**config.mk**
```make
export PLATFORM = sky130hd
export DESIGN_NAME = otp_cipher
export DESIGN_NICKNAME = d
export VERILOG_FILES = /design/src/rtl/otp_cipher_pkg.sv /design/src/rtl/otp_cipher_byte_sel.sv /design/src/rtl/otp_cipher.sv
export SDC_FILE = /design/constraint.sdc
export NUM_CORES = 1
export LEC_CHECK = 0
export CAP_MARGIN = 20
export CELL_PAD_IN_SITES_DETAIL_PLACEMENT = 0
export CELL_PAD_IN_SITES_GLOBAL_PLACEMENT = 1
export CORE_MARGIN = 8
export CORE_UTILIZATION = 42
export CTS_BUF_LIST = sky130_fd_sc_hd__clkbuf_8 sky130_fd_sc_hd__clkbuf_16
export DETAILED_ROUTE_END_ITERATION = 10
export GPL_ROUTABILITY_DRIVEN = 0
export PLACE_DENSITY = 0.86
export SLEW_MARGIN = 20
export SYNTH_ARGS = -nofsm -noshare
export SYNTH_HDL_FRONTEND = slang
export SYNTH_SLANG_ARGS = --single-unit
export TNS_END_PERCENT = 30
```
**constraint.sdc**
```tcl
create_clock -name clk -period 5.1 [get_ports clk]
set_input_delay 0.51 -clock clk [delete_from_list [all_inputs] [get_ports clk]]
set_output_delay 0.51 -clock clk [all_outputs]
set_load 0.05 [all_outputs]
```
**src/rtl/otp_cipher_pkg.sv**
```systemverilog
// Shared definitions for the one-time-pad byte cipher: default key width,
// controller state encoding and key-size helpers.
`ifndef TEXT_SIZE_2
`define TEXT_SIZE_2 64
`endif

package otp_cipher_pkg;

   localparam int BYTES_PER_KEY = `TEXT_SIZE_2 / 8;

   typedef enum logic [2:0] {
      ST_IDLE   = 3'd0,
      ST_LATCH  = 3'd1,
      ST_RUN    = 3'd2,
      ST_REFILL = 3'd3,
      ST_DRAIN  = 3'd4
   } state_e;

   function automatic int bytes_per_key(input int key_w);
      return key_w / 8;
   endfunction

endpackage

```
**src/rtl/otp_cipher_byte_sel.sv**
```systemverilog
// otp_byte_sel: picks key byte idx_i out of the latched key word.
import otp_cipher_pkg::*;

module otp_byte_sel #(
   parameter int N_BYTES = BYTES_PER_KEY,
   parameter int IDX_W   = $clog2(N_BYTES)
) (
   input  logic [8*N_BYTES-1:0] key_i,
   input  logic [IDX_W-1:0]     idx_i,
   output logic [7:0]           byte_o
);

   // Plain mux over the valid byte lanes; out-of-range indices read zero.
   always_comb begin
      byte_o = 8'h00;
      for (int b = 0; b < N_BYTES; b++) begin
         if (idx_i == IDX_W'(b)) byte_o = key_i[8*b +: 8];
      end
   end

endmodule

```
**src/rtl/otp_cipher.sv**
```systemverilog
// otp_cipher: XORs a plaintext byte stream with successive bytes of a key
// word supplied by an external shifter, requesting a fresh key word when the
// current one is used up or the message ends, so key bytes are never reused.
// Optional build macro: OTP_CIPHER_COUNT_EN adds the msg_len byte counter.
//
// state     | meaning
// ----------+-------------------------------------------------------------
// ST_IDLE   | waiting for start
// ST_LATCH  | capture key_in, clear byte index
// ST_RUN    | accept plaintext bytes, emit ciphertext one cycle later
// ST_REFILL | key exhausted mid-message, key_adv pulse in flight
// ST_DRAIN  | last byte accepted, waiting for it to leave, then done
`ifndef TEXT_SIZE_2
`define TEXT_SIZE_2 64
`endif

module otp_cipher
   import otp_cipher_pkg::*;
#(
   parameter int KEY_W = `TEXT_SIZE_2
) (
   input  logic             clk,
   input  logic             reset,
   input  logic             start,
   input  logic [KEY_W-1:0] key_in,
   output logic             key_adv,
   input  logic             in_valid,
   input  logic [7:0]       in_data,
   input  logic             in_last,
   output logic             in_ready,
   output logic             out_valid,
   output logic [7:0]       out_data,
   output logic             out_last,
   input  logic             out_ready,
`ifdef OTP_CIPHER_COUNT_EN
   output logic [15:0]      msg_len,
`endif
   output logic             busy,
   output logic             done
);

   localparam int BPK   = bytes_per_key(KEY_W);
   localparam int IDX_W = $clog2(BPK);

   state_e             state_q;
   logic [KEY_W-1:0]   key_buf_q;
   logic [IDX_W-1:0]   idx_q;
   logic               out_valid_q;
   logic [7:0]         out_data_q;
   logic               out_last_q;
   logic               key_adv_q;
   logic               done_q;

   logic [7:0]         key_byte;
   logic [7:0]         out_data_d;
   logic               accept;
   logic               key_end;

   otp_byte_sel #(
      .N_BYTES (BPK),
      .IDX_W   (IDX_W)
   ) u_byte_sel (
      .key_i  (key_buf_q),
      .idx_i  (idx_q),
      .byte_o (key_byte)
   );

   // The output register may only be refilled when it is empty or emptying.
   assign in_ready   = (state_q == ST_RUN) && (!out_valid_q || out_ready);
   assign accept     = in_valid && in_ready;
   assign key_end    = (idx_q == IDX_W'(BPK - 1));
   assign out_data_d = in_data ^ key_byte;

   // Controller, byte index, key buffer and registered stream outputs.
   always_ff @(posedge clk or posedge reset) begin
      if (reset) begin
         state_q     <= ST_IDLE;
         key_buf_q   <= '0;
         idx_q       <= '0;
         out_valid_q <= 1'b0;
         out_data_q  <= 8'h00;
         out_last_q  <= 1'b0;
         key_adv_q   <= 1'b0;
         done_q      <= 1'b0;
      end else begin
         key_adv_q <= 1'b0;
         done_q    <= 1'b0;

         if (accept) begin
            out_valid_q <= 1'b1;
            out_data_q  <= out_data_d;
            out_last_q  <= in_last;
            idx_q       <= idx_q + IDX_W'(1);
         end else if (out_ready) begin
            out_valid_q <= 1'b0;
         end

         case (state_q)
            ST_IDLE: begin
               if (start) state_q <= ST_LATCH;
            end
            ST_LATCH: begin
               key_buf_q <= key_in;
               idx_q     <= '0;
               state_q   <= ST_RUN;
            end
            ST_RUN: begin
               // End of message wins over end of key: one key_adv covers both.
               if (accept && in_last) begin
                  key_adv_q <= 1'b1;
                  state_q   <= ST_DRAIN;
               end else if (accept && key_end) begin
                  key_adv_q <= 1'b1;
                  state_q   <= ST_REFILL;
               end
            end
            ST_REFILL: begin
               state_q <= ST_LATCH;
            end
            ST_DRAIN: begin
               if (!out_valid_q || out_ready) begin
                  done_q  <= 1'b1;
                  state_q <= ST_IDLE;
               end
            end
            default: begin
               state_q <= ST_IDLE;
            end
         endcase
      end
   end

`ifdef OTP_CIPHER_COUNT_EN
   logic [15:0] msg_len_q;

   // Bytes accepted in the current message; restarts on start, sticks at max.
   always_ff @(posedge clk or posedge reset) begin
      if (reset) begin
         msg_len_q <= 16'h0000;
      end else if ((state_q == ST_IDLE) && start) begin
         msg_len_q <= 16'h0000;
      end else if (accept && (msg_len_q != 16'hFFFF)) begin
         msg_len_q <= msg_len_q + 16'd1;
      end
   end

   assign msg_len = msg_len_q;
`endif

   assign key_adv   = key_adv_q;
   assign done      = done_q;
   assign busy      = (state_q != ST_IDLE);
   assign out_valid = out_valid_q;
   assign out_data  = out_data_q;
   assign out_last  = out_last_q;

endmodule

```
==> Yosys cells after proc, flatten, opt, wreduce, memory -nomap -nowiden <==
Cells that the tools add are included.
{ "op_classes": {"addsub": 1, "bitwise": 1, "mux": 22, "n_lt_le_gt_ge": 0, "n_reduce_logical": 12, "eq_ne": 14, "mul": 0, "n_shift": 0, "n_div": 0} }
{ "op_table": {"columns": ["cell", "count"], "rows": [
  ["$mux 8", 8],
  ["$mux 3", 6],
  ["$eq 3x3->1 const B", 5],
  ["$pmux 3 s5", 1],
  ["$eq 3x2->1 const B", 4],
  ["$xor 8x8->8", 1],
  ["$mux 1", 7],
  ["$eq 3x1->1 const B", 2],
  ["$logic_not 3->1", 2],
  ["$logic_and 1x1->1", 4],
  ["$ne 2x2->1 const B", 2],
  ["$reduce_bool 2->1", 2],
  ["$add 3x1->3 const B", 1],
  ["$ne 3x1->1 const B", 1],
  ["$reduce_and 3->1", 1],
  ["$reduce_bool 3->1", 1],
  ["$logic_not 1->1", 1],
  ["$logic_or 1x1->1", 1]
]} }
{ "word_totals": {"elab_cells": 58, "mem_bits_rw": 0, "out_inout_bits": 14, "latch_bits": 0, "regBits": 82, "mem_bits_ro": 0, "n_memories": 0} }

==> Logic depth before layout (Yosys ltp) <==
Gate-level depths: netlist (run 1).
{ "depth": {"depth_word": 10, "ltp_mapped": 10, "depth_no_buf": 8} }

==> Modules after synthesis <==
A second synthesis (run 1) with hierarchy kept.
{ "hier_totals": {"hier_cells": 232, "hier_area_um2": 3813.7} }
{ "by_module_without_submodules": {"columns": ["mod", "area_each_um2", "cells_each", "instances"], "rows": [
  ["otp_cipher", 3263.1, 203, 1],
  ["otp_byte_sel", 550.5, 29, 1]
]} }

==> Worst setup path after synthesis (run 1) <==
No wires, ideal clock.
{ "synth_timing": {"path_type": "reg-to-output", "from": "register out_valid_q, in the netlist out_valid", "to": "output in_ready", "stages_incl_launch_ff": 3, "arrival_ps": 2225, "setup_slack_ps": 2365, "path_cell_list": "dfrtp_1 nor2b_1 nor4_1"} }
{ "synth_between": {"elab_chain_len": 3} }
{ "synth_rtl": {"columns": ["item", "line", "source"], "rows": [
  ["from (decl)", "otp_cipher.sv:48", "logic out_valid_q;"],
  ["from (signal assigned)", "otp_cipher.sv:80", "out_valid_q <= 1'b0;"],
  ["from (signal assigned)", "otp_cipher.sv:90", "out_valid_q <= 1'b1;"],
  ["from (signal assigned)", "otp_cipher.sv:95", "out_valid_q <= 1'b0;"],
  ["$logic_not 1->1", "otp_cipher.sv:69", "assign in_ready = (state_q == ST_RUN) && (!out_valid_q || out_ready);"],
  ["$logic_or 1x1->1", "otp_cipher.sv:69", null],
  ["$logic_and 1x1->1", "otp_cipher.sv:69", null],
  ["to (decl)", "otp_cipher.sv:30", "output logic in_ready,"]
]} }
Every way passes these cells.

==> Final worst setup path (run 1) <==
{ "layout_timing": {"from": "register idx_q[2]", "to": "register out_data_q[0], in the netlist out_data[0]"} }
{ "layout_between": {"elab_chain_len": 10, "elab_cells_between_ends": 17, "cone_classes": "7 x eq/ne; 8 x mux; 1 x bitwise; 1 x reduce/logical"} }
{ "layout_rtl": {"columns": ["item", "line", "source"], "rows": [
  ["from (decl)", "otp_cipher.sv:47", "logic [IDX_W-1:0] idx_q;"],
  ["from (signal assigned)", "otp_cipher.sv:93", "idx_q <= idx_q + IDX_W'(1);"],
  ["$logic_not 3->1", "otp_cipher_byte_sel.sv:17", "if (idx_i == IDX_W'(b)) byte_o = key_i[8*b +: 8];"],
  ["$mux 8 (7 in a row)", "otp_cipher_byte_sel.sv:17", null],
  ["$mux 8 (*)", "otp_cipher_byte_sel.sv:17", null],
  ["$xor 8x8->8 (*)", "otp_cipher.sv:72", "assign out_data_d = in_data ^ key_byte;"],
  ["to (signal assigned)", "otp_cipher.sv:91", "out_data_q <= out_data_d;"],
  ["to (decl)", "otp_cipher.sv:49", "logic [7:0] out_data_q;"]
]} }
Every way passes the cells marked *; elsewhere a longest branch is shown, timed or not.
A chain may end at the register's enable or synchronous reset.

==> results of run 1 <==
[metal layers]
metal | GRT usage, % | vias up | share of wire [%]
met1 | 21.14 | 1450 | 44
met3 | 3.834 | 23 | 6.4
met5 | 0 | - | 0
met4 | 8.144 | 0 | 2.9
met2 | 25.72 | 101 | 47
li1 | - | 1443 | -
[sequential cells by signal, indices dropped and copies added, names as in the netlist]
| signal | count |
|---|---|
| done | 1 |
| idx_q | 3 |
| key_adv | 1 |
| key_buf_q | 64 |
| out_data | 8 |
| out_last | 1 |
| out_valid | 1 |
| state_q | 3 |
[area by class of cell]
| type | count | share of cell area (%) |
|---|---|---|
| Timing Repair Buffer | 93 | 17.60 |
| Inverter | 20 | 1.451 |
| Tap cell | 133 | 3.164 |
| Clock buffer | 10 | 2.617 |
| Clock inverter | 6 | 1.118 |
| Multi-Input combinational cell | 240 | 35.04 |
| Sequential cell | 82 | 39.01 |
[path summary, 6_finish.rpt]
kind / from / end / slack (ns) / cells past startpoint
max: idx_q[2] / out_data[0] / 1.68 / 8
min: out_last / out_last / 0.49 / 2
max reg2reg: idx_q[2] / out_data[0] / 1.68 / 8
min reg2reg: out_last / out_last / 0.49 / 2
max in group asynchronous: reset / key_buf_q[54] / 3.59 / 3
min in group asynchronous: reset / key_buf_q[10] / 0.53 / 2
[metrics by stage]
| step | instance area, um^2 | power, mW |
|---|---|---|
| after floorplan | 4114 | 2.401 |
| after global placement | 5064 | 2.761 |
| after detailed placement | 5064 | 2.803 |
| after CTS | 5260 | 3.276 |
| after global routing | 5260 | 3.486 |
| final | 5260 | 3.261 |
[cells in the final DEF (no fill, tap or decap), types with 8 or more instances in the layout]
cell type        instances
a21oi_1                 16
a31oi_1                  9
clkbuf_8                10
clkdlybuf4s50_1         91
dfrtp_1                 82
inv_1                   19
mux2_2                  37
mux2_4                  27
nand2_1                 46
nor2_1                  10
nor2b_1                 11
o211ai_1                15
o21ai_0                 15
xnor2_1                  8
[where the power goes]
part / internal (mW) / total [mW] / leakage, nW / switching [mW]
clock network: 0.236 / 0.462 / 0.105 / 0.226
registers: 0.973 / 1.21 / 0.978 / 0.237
logic: 0.802 / 1.59 / 1.17 / 0.786
[worst reg2reg max path: stages, from the launching register on]
cell      delay, ns
dfrtp_1        0.97
clkinv_1       0.47
ha_1           0.53
nor2_1         0.51
o211ai_1       0.19
o211ai_1       0.18
a32oi_1        0.16
xnor2_1        0.19
o21ai_1        0.07
[logic make-up after synthesis]
group	Yosys count	share of synthesized area [%]
buffers and inverters	47	5.352
multiplexers	64	19.98
adder cells (fa/ha/maj)	6	1.825
flip-flops	82	49.88
XOR/XNOR	8	1.703
AO/OA/AOI/OAI	76	11.65
AND/OR/NAND/NOR	86	9.611
==> impl_results.html, run 1 <==
<table>
<tr><th>Metric</th><th>Value</th></tr>
<tr><th colspan="2">Setup path</th></tr>
<tr><td>Critical Setup Path Class</td><td>flop to flop</td></tr>
<tr><td>Data arrival time of the critical path</td><td>3.63 ns</td></tr>
<tr><td>Type of element launching the critical path</td><td>flop</td></tr>
<tr><td>Required time reported for the critical path endpoint</td><td>5.31 ns</td></tr>
<tr><td>Cell-by-cell listing of the critical path</td><td>clkinv_1 &gt; ha_1 &gt; nor2_1 &gt; o211ai_1 &gt; o211ai_1 &gt; a32oi_1 &gt; xnor2_1 &gt; o21ai_1</td></tr>
<tr><td>Stage delay of the slowest cell on the critical path</td><td>just under 1 ns</td></tr>
<tr><td>Largest fanout of any net on the critical path</td><td>33</td></tr>
<tr><td>Slowest stage cell on the critical path</td><td>dfrtp_1</td></tr>
<tr><td>Number of buffers and inverters on the critical path</td><td>1</td></tr>
<tr><td>Worst path top cell family by delay</td><td>flip-flops</td></tr>
<tr><td>Cell mode on critical path</td><td>o211ai_1</td></tr>
<tr><td>Element type at the critical path end</td><td>flop</td></tr>
<tr><th colspan="2">Synthesis</th></tr>
<tr><td>Library cell occupying the most area in the post-synthesis netlist</td><td>dfrtp_1</td></tr>
<tr><td>Yosys reg bits</td><td>82</td></tr>
<tr><td>Number of enable flip-flop cells after synthesis</td><td>0</td></tr>
<tr><td>Synth cell count leaders</td><td>dfrtp_1 (82), nand2_1 (46), mux2_2 (37)</td></tr>
<tr><td>Ys async rst share</td><td>between 90% and 100%</td></tr>
<tr><td>Top area cells in the synthesized netlist</td><td>dfrtp_1 (50%), mux2_2 (10%), mux2_4 (9.9%)</td></tr>
<tr><td>Dominant cell by count in the synthesized netlist</td><td>dfrtp_1</td></tr>
<tr><td>Synthesized area per cell</td><td>11.15 um^2</td></tr>
<tr><td>Nets in the synthesized netlist</td><td>roughly 450</td></tr>
<tr><td>Count of synthesis-stage warnings from yosys</td><td>0</td></tr>
<tr><td>Synth Cell Area</td><td>~0.0041 mm^2</td></tr>
<tr><td>Portion of synthesized cell area occupied by the leading cell type</td><td>49.88%</td></tr>
<tr><td>Main flop type after synthesis</td><td>dfrtp_1</td></tr>
<tr><td>Netlist cell types</td><td>32</td></tr>
<tr><td>Share of synthesized area occupied by flip-flops and latches</td><td>49.88%</td></tr>
<tr><td>Post-Synthesis Cells</td><td>369</td></tr>
<tr><th colspan="2">Floorplan</th></tr>
<tr><td>Core area</td><td>0.009639 mm^2</td></tr>
<tr><td>Die outline height</td><td>115.0 um</td></tr>
<tr><td>Die ar.</td><td>around 0.013 mm^2</td></tr>
<tr><td>Initial core utilization</td><td>42.68%</td></tr>
<tr><td>Row count</td><td>36</td></tr>
<tr><td>Top-level I/O count</td><td>92</td></tr>
<tr><td>Die width</td><td>115.0 um</td></tr>
<tr><th colspan="2">Placement</th></tr>
<tr><td>Worst setup slack after placement</td><td>1.801 ns</td></tr>
<tr><td>Half-perimeter wire length of the detailed placement result</td><td>between 7000 and 8000 um</td></tr>
<tr><td>Total placed cells including tap cells</td><td>568</td></tr>
<tr><td>PortBufs</td><td>91</td></tr>
<tr><th colspan="2">Routing</th></tr>
<tr><td>ANT nets after route</td><td>0</td></tr>
<tr><td>Number of violations reported at the end of detailed-routing iteration 0</td><td>between 200 and 250</td></tr>
<tr><td>Final routed DRC violation total</td><td>0</td></tr>
<tr><td>Detailed-route vias per instance</td><td>5.166</td></tr>
<tr><td>Total length of routed wires</td><td>just over 10,000 um</td></tr>
<tr><td>Per-cell routed wire length</td><td>around 18 um</td></tr>
<tr><td>Initial DRT Pass Iterations</td><td>4</td></tr>
<tr><td>DR vias</td><td>3,017</td></tr>
<tr><th colspan="2">Final layout</th></tr>
<tr><td>Area of the multi-input gates</td><td>0.001843 mm^2</td></tr>
<tr><td>Sequential cell area</td><td>0.002052 mm^2</td></tr>
<tr><td>Ant. Diodes</td><td>0</td></tr>
<tr><td>Area Overhead vs Synth</td><td>27.86%</td></tr>
<tr><td>Layout filler cell count</td><td>864</td></tr>
<tr><td>Fraction of layout instances using a drive strength above 1</td><td>approximately a fifth</td></tr>
<tr><td>Post-route core utilization</td><td>54.57%</td></tr>
<tr><td>Post-route non-filler standard cell count</td><td>584</td></tr>
<tr><td>Final nets</td><td>530</td></tr>
<tr><th colspan="2">STA</th></tr>
<tr><td>Finish-stage setup viols</td><td>0</td></tr>
<tr><td>Worst slew margin relative to its limit</td><td>between 30% and 40%</td></tr>
<tr><td>Max-slew violation count</td><td>0</td></tr>
<tr><td>Setup slack of the critical path after layout</td><td>1.682 ns</td></tr>
<tr><td>Hold Fails Final Rpt</td><td>0</td></tr>
<tr><td>Transition time of the tightest slew-check pin</td><td>1.012 ns</td></tr>
<tr><td>Setup repair after global routing missed its margin</td><td>false</td></tr>
<tr><td>Final critical delay including setup and external delays</td><td>3.418 ns</td></tr>
<tr><td>Upper clock frequency limit</td><td>292.6 MHz</td></tr>
<tr><td>Fin crit share</td><td>67.02%</td></tr>
<tr><td>Hold WS</td><td>~0.5 ns</td></tr>
<tr><td>Fin Setup TNS</td><td>0 ns</td></tr>
<tr><td>Final worst clock skew</td><td>0.006734 ns</td></tr>
<tr><th colspan="2">Clock tree</th></tr>
<tr><td>TritonCTS clock tree</td><td>yes</td></tr>
<tr><td>Number of post-CTS setup repair buffers</td><td>0</td></tr>
<tr><td>Clock tree root buffer cell</td><td>clkbuf_8</td></tr>
<tr><td>Clock insertion delay at the later pin of the skew report</td><td>0.35 ns</td></tr>
<tr><td>Clock-pin slew of the registers on the worst-case setup and hold paths</td><td>0.08 ns</td></tr>
<tr><td>Number of H-tree branching levels</td><td>3</td></tr>
<tr><td>Quantity of hold-fixing buffers added after cts</td><td>0</td></tr>
<tr><td>Maximum buffer depth of the clock tree</td><td>2</td></tr>
<tr><td>Sinks on Clock Net</td><td>82</td></tr>
<tr><td>Total CTS buffers</td><td>9</td></tr>
<tr><td>Total of cells resized after clock tree synthesis</td><td>0</td></tr>
<tr><th colspan="2">Pwr</th></tr>
<tr><td>Max VDD drop</td><td>261.3 uV</td></tr>
<tr><td>Ratio of total power to cell area</td><td>619.9 mW/mm^2</td></tr>
<tr><td>Leak Pwr</td><td>2.251 nW</td></tr>
<tr><th colspan="2">Run</th></tr>
<tr><td>Max-cap viol count</td><td>0</td></tr>
<tr><th colspan="2">Global routing</th></tr>
<tr><td>Aggregate global routing overflow</td><td>0</td></tr>
<tr><td>Number of antenna violations at the first check in global routing</td><td>0</td></tr>
<tr><td>First-pass GRT wire length</td><td>16,910 um</td></tr>
<tr><td>Via count of the first global-routing pass</td><td>3,207</td></tr>
<tr><td>Largest net degree at the start of global routing</td><td>48</td></tr>
<tr><td>Global routing usage summed across all routing layers</td><td>between 10% and 20%</td></tr>
<tr><th colspan="2">Worst hold path</th></tr>
<tr><td>Class of the worst hold path</td><td>flop to flop</td></tr>
<tr><th colspan="2">Status</th></tr>
<tr><td>Status</td><td>complete, no violations</td></tr>
</table>
Note: power is estimated with default switching activity, not from simulation.
==> run 2, diff against run 1 <==
- CORE_UTILIZATION: 42 -> 36
- PLACE_DENSITY: 0.86 -> 0.79
- clock period: 5.1 -> 2.9 ns (I/O delays scaled with it)
==> impl_results.html, run 2 (synthesized netlist as in run 1, its figures left out) <==
<table>
<tr><th>Metric</th><th>Value</th></tr>
<tr><th colspan="2">Pwr</th></tr>
<tr><td>Ratio of total power to cell area</td><td>1133 mW/mm^2 (was 619.9 mW/mm^2)</td></tr>
<tr><td>Max VDD drop</td><td>587.9 uV (was 261.3 uV)</td></tr>
<tr><td>Net Sw Frac</td><td>37.06% (was 38.32%)</td></tr>
<tr><td>Leak Pwr</td><td>2.332 nW (was 2.251 nW)</td></tr>
<tr><td>Switching component of the power</td><td>2.283 mW (was 1.249 mW)</td></tr>
<tr><td>Internal Pwr Total</td><td>3.878 mW (was 2.011 mW)</td></tr>
<tr><td>Part of the power in the clock network</td><td>18.8% (was 14.2%)</td></tr>
<tr><td>Proportion of power drawn by combinational gates</td><td>47.1% (was 48.7%)</td></tr>
<tr><td>Share of total power in sequential cells</td><td>34.1% (was 37.1%)</td></tr>
<tr><td>Power Total</td><td>6.161 mW (was 3.261 mW)</td></tr>
<tr><th colspan="2">Routing</th></tr>
<tr><td>DR vias</td><td>3,034 (was 3,017)</td></tr>
<tr><td>Final routed DRC violation total</td><td>0 (unchanged)</td></tr>
<tr><td>Number of violations reported at the end of detailed-routing iteration 0</td><td>174 (was 219)</td></tr>
<tr><td>ANT nets after route</td><td>0 (unchanged)</td></tr>
<tr><td>Initial DRT Pass Iterations</td><td>4 (unchanged)</td></tr>
<tr><td>Total length of routed wires</td><td>10,730 um (was 10,330 um)</td></tr>
<tr><td>Detailed-route vias per instance</td><td>5.048 (was 5.166)</td></tr>
<tr><td>Per-cell routed wire length</td><td>17.85 um (was 17.69 um)</td></tr>
<tr><th colspan="2">STA</th></tr>
<tr><td>Max-slew violation count</td><td>0 (unchanged)</td></tr>
<tr><td>Worst slew margin relative to its limit</td><td>30.61% (was 32.54%)</td></tr>
<tr><td>Transition time of the tightest slew-check pin</td><td>1.041 ns (was 1.012 ns)</td></tr>
<tr><td>Finish-stage setup viols</td><td>0 (unchanged)</td></tr>
<tr><td>Hold Fails Final Rpt</td><td>0 (unchanged)</td></tr>
<tr><td>Fin crit share</td><td>82.88% (was 67.02%)</td></tr>
<tr><td>Upper clock frequency limit</td><td>416.1 MHz (was 292.6 MHz)</td></tr>
<tr><td>Setup repair after global routing missed its margin</td><td>false (unchanged)</td></tr>
<tr><td>Fin Setup TNS</td><td>0 ns (unchanged)</td></tr>
<tr><td>Final critical delay including setup and external delays</td><td>2.403 ns (was 3.418 ns)</td></tr>
<tr><td>Final worst clock skew</td><td>0.006861 ns (was 0.006734 ns)</td></tr>
<tr><th colspan="2">Floorplan</th></tr>
<tr><td>Die outline height</td><td>122.9 um (was 115.0 um)</td></tr>
<tr><td>Initial core utilization</td><td>36.50% (was 42.68%)</td></tr>
<tr><td>Core area</td><td>0.01127 mm^2 (was 0.009639 mm^2)</td></tr>
<tr><td>Die width</td><td>122.9 um (was 115.0 um)</td></tr>
<tr><td>Row count</td><td>39 (was 36)</td></tr>
<tr><td>Die ar.</td><td>0.01510 mm^2 (was 0.01322 mm^2)</td></tr>
<tr><td>Top-level I/O count</td><td>92 (unchanged)</td></tr>
<tr><th colspan="2">Final layout</th></tr>
<tr><td>Sequential cell area</td><td>0.002052 mm^2 (unchanged)</td></tr>
<tr><td>Commonest cells after routing, fill and taps aside</td><td>clkdlybuf4s50_1 (91), dfrtp_1 (82), nand2_1 (46) (unchanged)</td></tr>
<tr><td>Number of flip-flops in the largest register</td><td>64 (unchanged)</td></tr>
<tr><td>Post-route core utilization</td><td>48.25% (was 54.57%)</td></tr>
<tr><td>Ant. Diodes</td><td>0 (unchanged)</td></tr>
<tr><td>Register with the most flip-flops</td><td>key_buf_q (unchanged)</td></tr>
<tr><td>Final nets</td><td>537 (was 530)</td></tr>
<tr><td>Area of the multi-input gates</td><td>0.001847 mm^2 (was 0.001843 mm^2)</td></tr>
<tr><td>Layout filler cell count</td><td>1,032 (was 864)</td></tr>
<tr><td>Area Overhead vs Synth</td><td>32.21% (was 27.86%)</td></tr>
<tr><td>Fraction of layout instances using a drive strength above 1</td><td>20.09% (was 18.63%)</td></tr>
<tr><td>Most frequent standard cell in the layout excluding fill and tap cells</td><td>clkdlybuf4s50_1 (unchanged)</td></tr>
<tr><th colspan="2">Clock tree</th></tr>
<tr><td>Clock-pin slew of the registers on the worst-case setup and hold paths</td><td>0.06 ns (was 0.08 ns)</td></tr>
<tr><td>Maximum buffer depth of the clock tree</td><td>2 (unchanged)</td></tr>
<tr><td>TritonCTS clock tree</td><td>yes (unchanged)</td></tr>
<tr><td>Sinks on Clock Net</td><td>82 (unchanged)</td></tr>
<tr><td>Total of cells resized after clock tree synthesis</td><td>0 (unchanged)</td></tr>
<tr><td>Quantity of hold-fixing buffers added after cts</td><td>0 (unchanged)</td></tr>
<tr><td>Clock insertion delay at the later pin of the skew report</td><td>0.34 ns (was 0.35 ns)</td></tr>
<tr><td>Number of H-tree branching levels</td><td>3 (unchanged)</td></tr>
<tr><td>Number of post-CTS setup repair buffers</td><td>0 (unchanged)</td></tr>
<tr><td>Clock tree root buffer cell</td><td>clkbuf_16 (was clkbuf_8)</td></tr>
<tr><td>Total CTS buffers</td><td>9 (unchanged)</td></tr>
<tr><th colspan="2">Setup path</th></tr>
<tr><td>Type of element launching the critical path</td><td>flop (unchanged)</td></tr>
<tr><td>FF-to-FF End</td><td>out_data[7] (was out_data[0])</td></tr>
<tr><td>Largest fanout of any net on the critical path</td><td>18 (was 33)</td></tr>
<tr><td>Data arrival time of the critical path</td><td>2.65 ns (was 3.63 ns)</td></tr>
<tr><td>Register-to-register setup slack</td><td>0.50 ns (was 1.68 ns)</td></tr>
<tr><td>Start of the worst register-to-register path</td><td>idx_q[0] (was idx_q[2])</td></tr>
<tr><td>Critical Setup Path Class</td><td>flop to flop (unchanged)</td></tr>
<tr><td>Element type at the critical path end</td><td>flop (unchanged)</td></tr>
<tr><td>Required time reported for the critical path endpoint</td><td>3.15 ns (was 5.31 ns)</td></tr>
<tr><td>Depth of the worst register-to-register path</td><td>9 (was 8)</td></tr>
<tr><th colspan="2">Global routing</th></tr>
<tr><td>Aggregate global routing overflow</td><td>0 (unchanged)</td></tr>
<tr><td>Via count of the first global-routing pass</td><td>3,269 (was 3,207)</td></tr>
<tr><td>Number of antenna violations at the first check in global routing</td><td>0 (unchanged)</td></tr>
<tr><td>Global routing usage summed across all routing layers</td><td>14.80% (was 16.51%)</td></tr>
<tr><td>Largest net degree at the start of global routing</td><td>68 (was 48)</td></tr>
<tr><td>First-pass GRT wire length</td><td>17,170 um (was 16,910 um)</td></tr>
<tr><th colspan="2">Worst hold path</th></tr>
<tr><td>Class of the worst hold path</td><td>input port to async pin (was flop to flop)</td></tr>
<tr><th colspan="2">Placement</th></tr>
<tr><td>Half-perimeter wire length of the detailed placement result</td><td>7977 um (was 7770 um)</td></tr>
<tr><td>PortBufs</td><td>91 (unchanged)</td></tr>
<tr><th colspan="2">Status</th></tr>
<tr><td>Status</td><td>complete, no violations (unchanged)</td></tr>
<tr><th colspan="2">Run</th></tr>
<tr><td>Max-cap viol count</td><td>0 (unchanged)</td></tr>
</table>
## run 2: cell count changes in the layout (fill, tap and decap cells not counted)
| cell | previous run | this run |
|---|---|---|
| clkinv_4 | 1 | 0 |
| clkinvlp_4 | 1 | 2 |
| or3_4 | 0 | 1 |
| inv_1 | 19 | 18 |
| buf_4 | 2 | 9 |
| clkbuf_16 | 0 | 9 |
| or3_2 | 1 | 0 |
| clkbuf_8 | 10 | 2 |
## run 2: worst max-delay path, cell delays in order, from the launching register on
cell and delay, ns:
dfrtp_1 0.42, ha_1 0.26, ha_1 0.18, buf_4 0.19, nor2_1 0.39, o211ai_1 0.21
o211ai_1 0.19, a32oi_1 0.16, xnor2_1 0.15, o21ai_0 0.17
## run 2: cell type report
type | count | area share [%]
Timing Repair Buffer | 100 | 17.99
Clock inverter | 5 | 0.9892
Multi-Input combinational cell | 240 | 33.95
Inverter | 20 | 1.403
Sequential cell | 82 | 37.73
Tap cell | 143 | 3.290
Clock buffer | 11 | 4.647
## run 2: per-stage QoR
stage                     hold slack (ns)  setup slack [ns]  instance area [um^2]  instances
final                              0.1133            0.4965                  5439        601
after global routing               0.1065            0.2253                  5439        601
after CTS                          0.1055            0.5521                  5439        601
after detailed placement           0.4615            0.5758                  5132        585
after global placement             0.4653            0.6341                  5132        585
after floorplan                    0.4136            0.3848                  4114        369
## run 2: how the worst max path moves through the flow
stage | startpoint | endpoint | slack (ns) | cells past startpoint
after global routing | idx_q[0] | out_data[7] | 0.23 | 9
after CTS | idx_q[0] | out_data[7] | 0.55 | 9
after detailed placement | idx_q[0] | out_data[7] | 0.58 | 9
after global placement | idx_q[0] | out_data[2] | 0.63 | 9
after floorplan | out_valid | in_ready | 0.38 | 2
final | idx_q[0] | out_data[7] | 0.50 | 9
## run 2: layer usage
layer  vias to the layer above  part of all wire [%]  track usage [%]
li1                       1459                     -                -
met2                        76                    48            24.09
met5                         -                     0                0
met1                      1483                    44            18.03
met3                        16                   5.3            4.795
met4                         0                   2.0            5.331
## run 2: power groups by stage
stage          Combinational, mW  Sequential, mW  Clock, mW
2_1_floorplan               2.03            2.19          0
3_3_place_gp                2.85            2.09          0
3_5_place_dp                2.90            2.12          0
4_1_cts                     2.92            2.10       1.18
5_1_grt                     3.16            2.17       1.23
6_report                    2.90            2.10       1.16
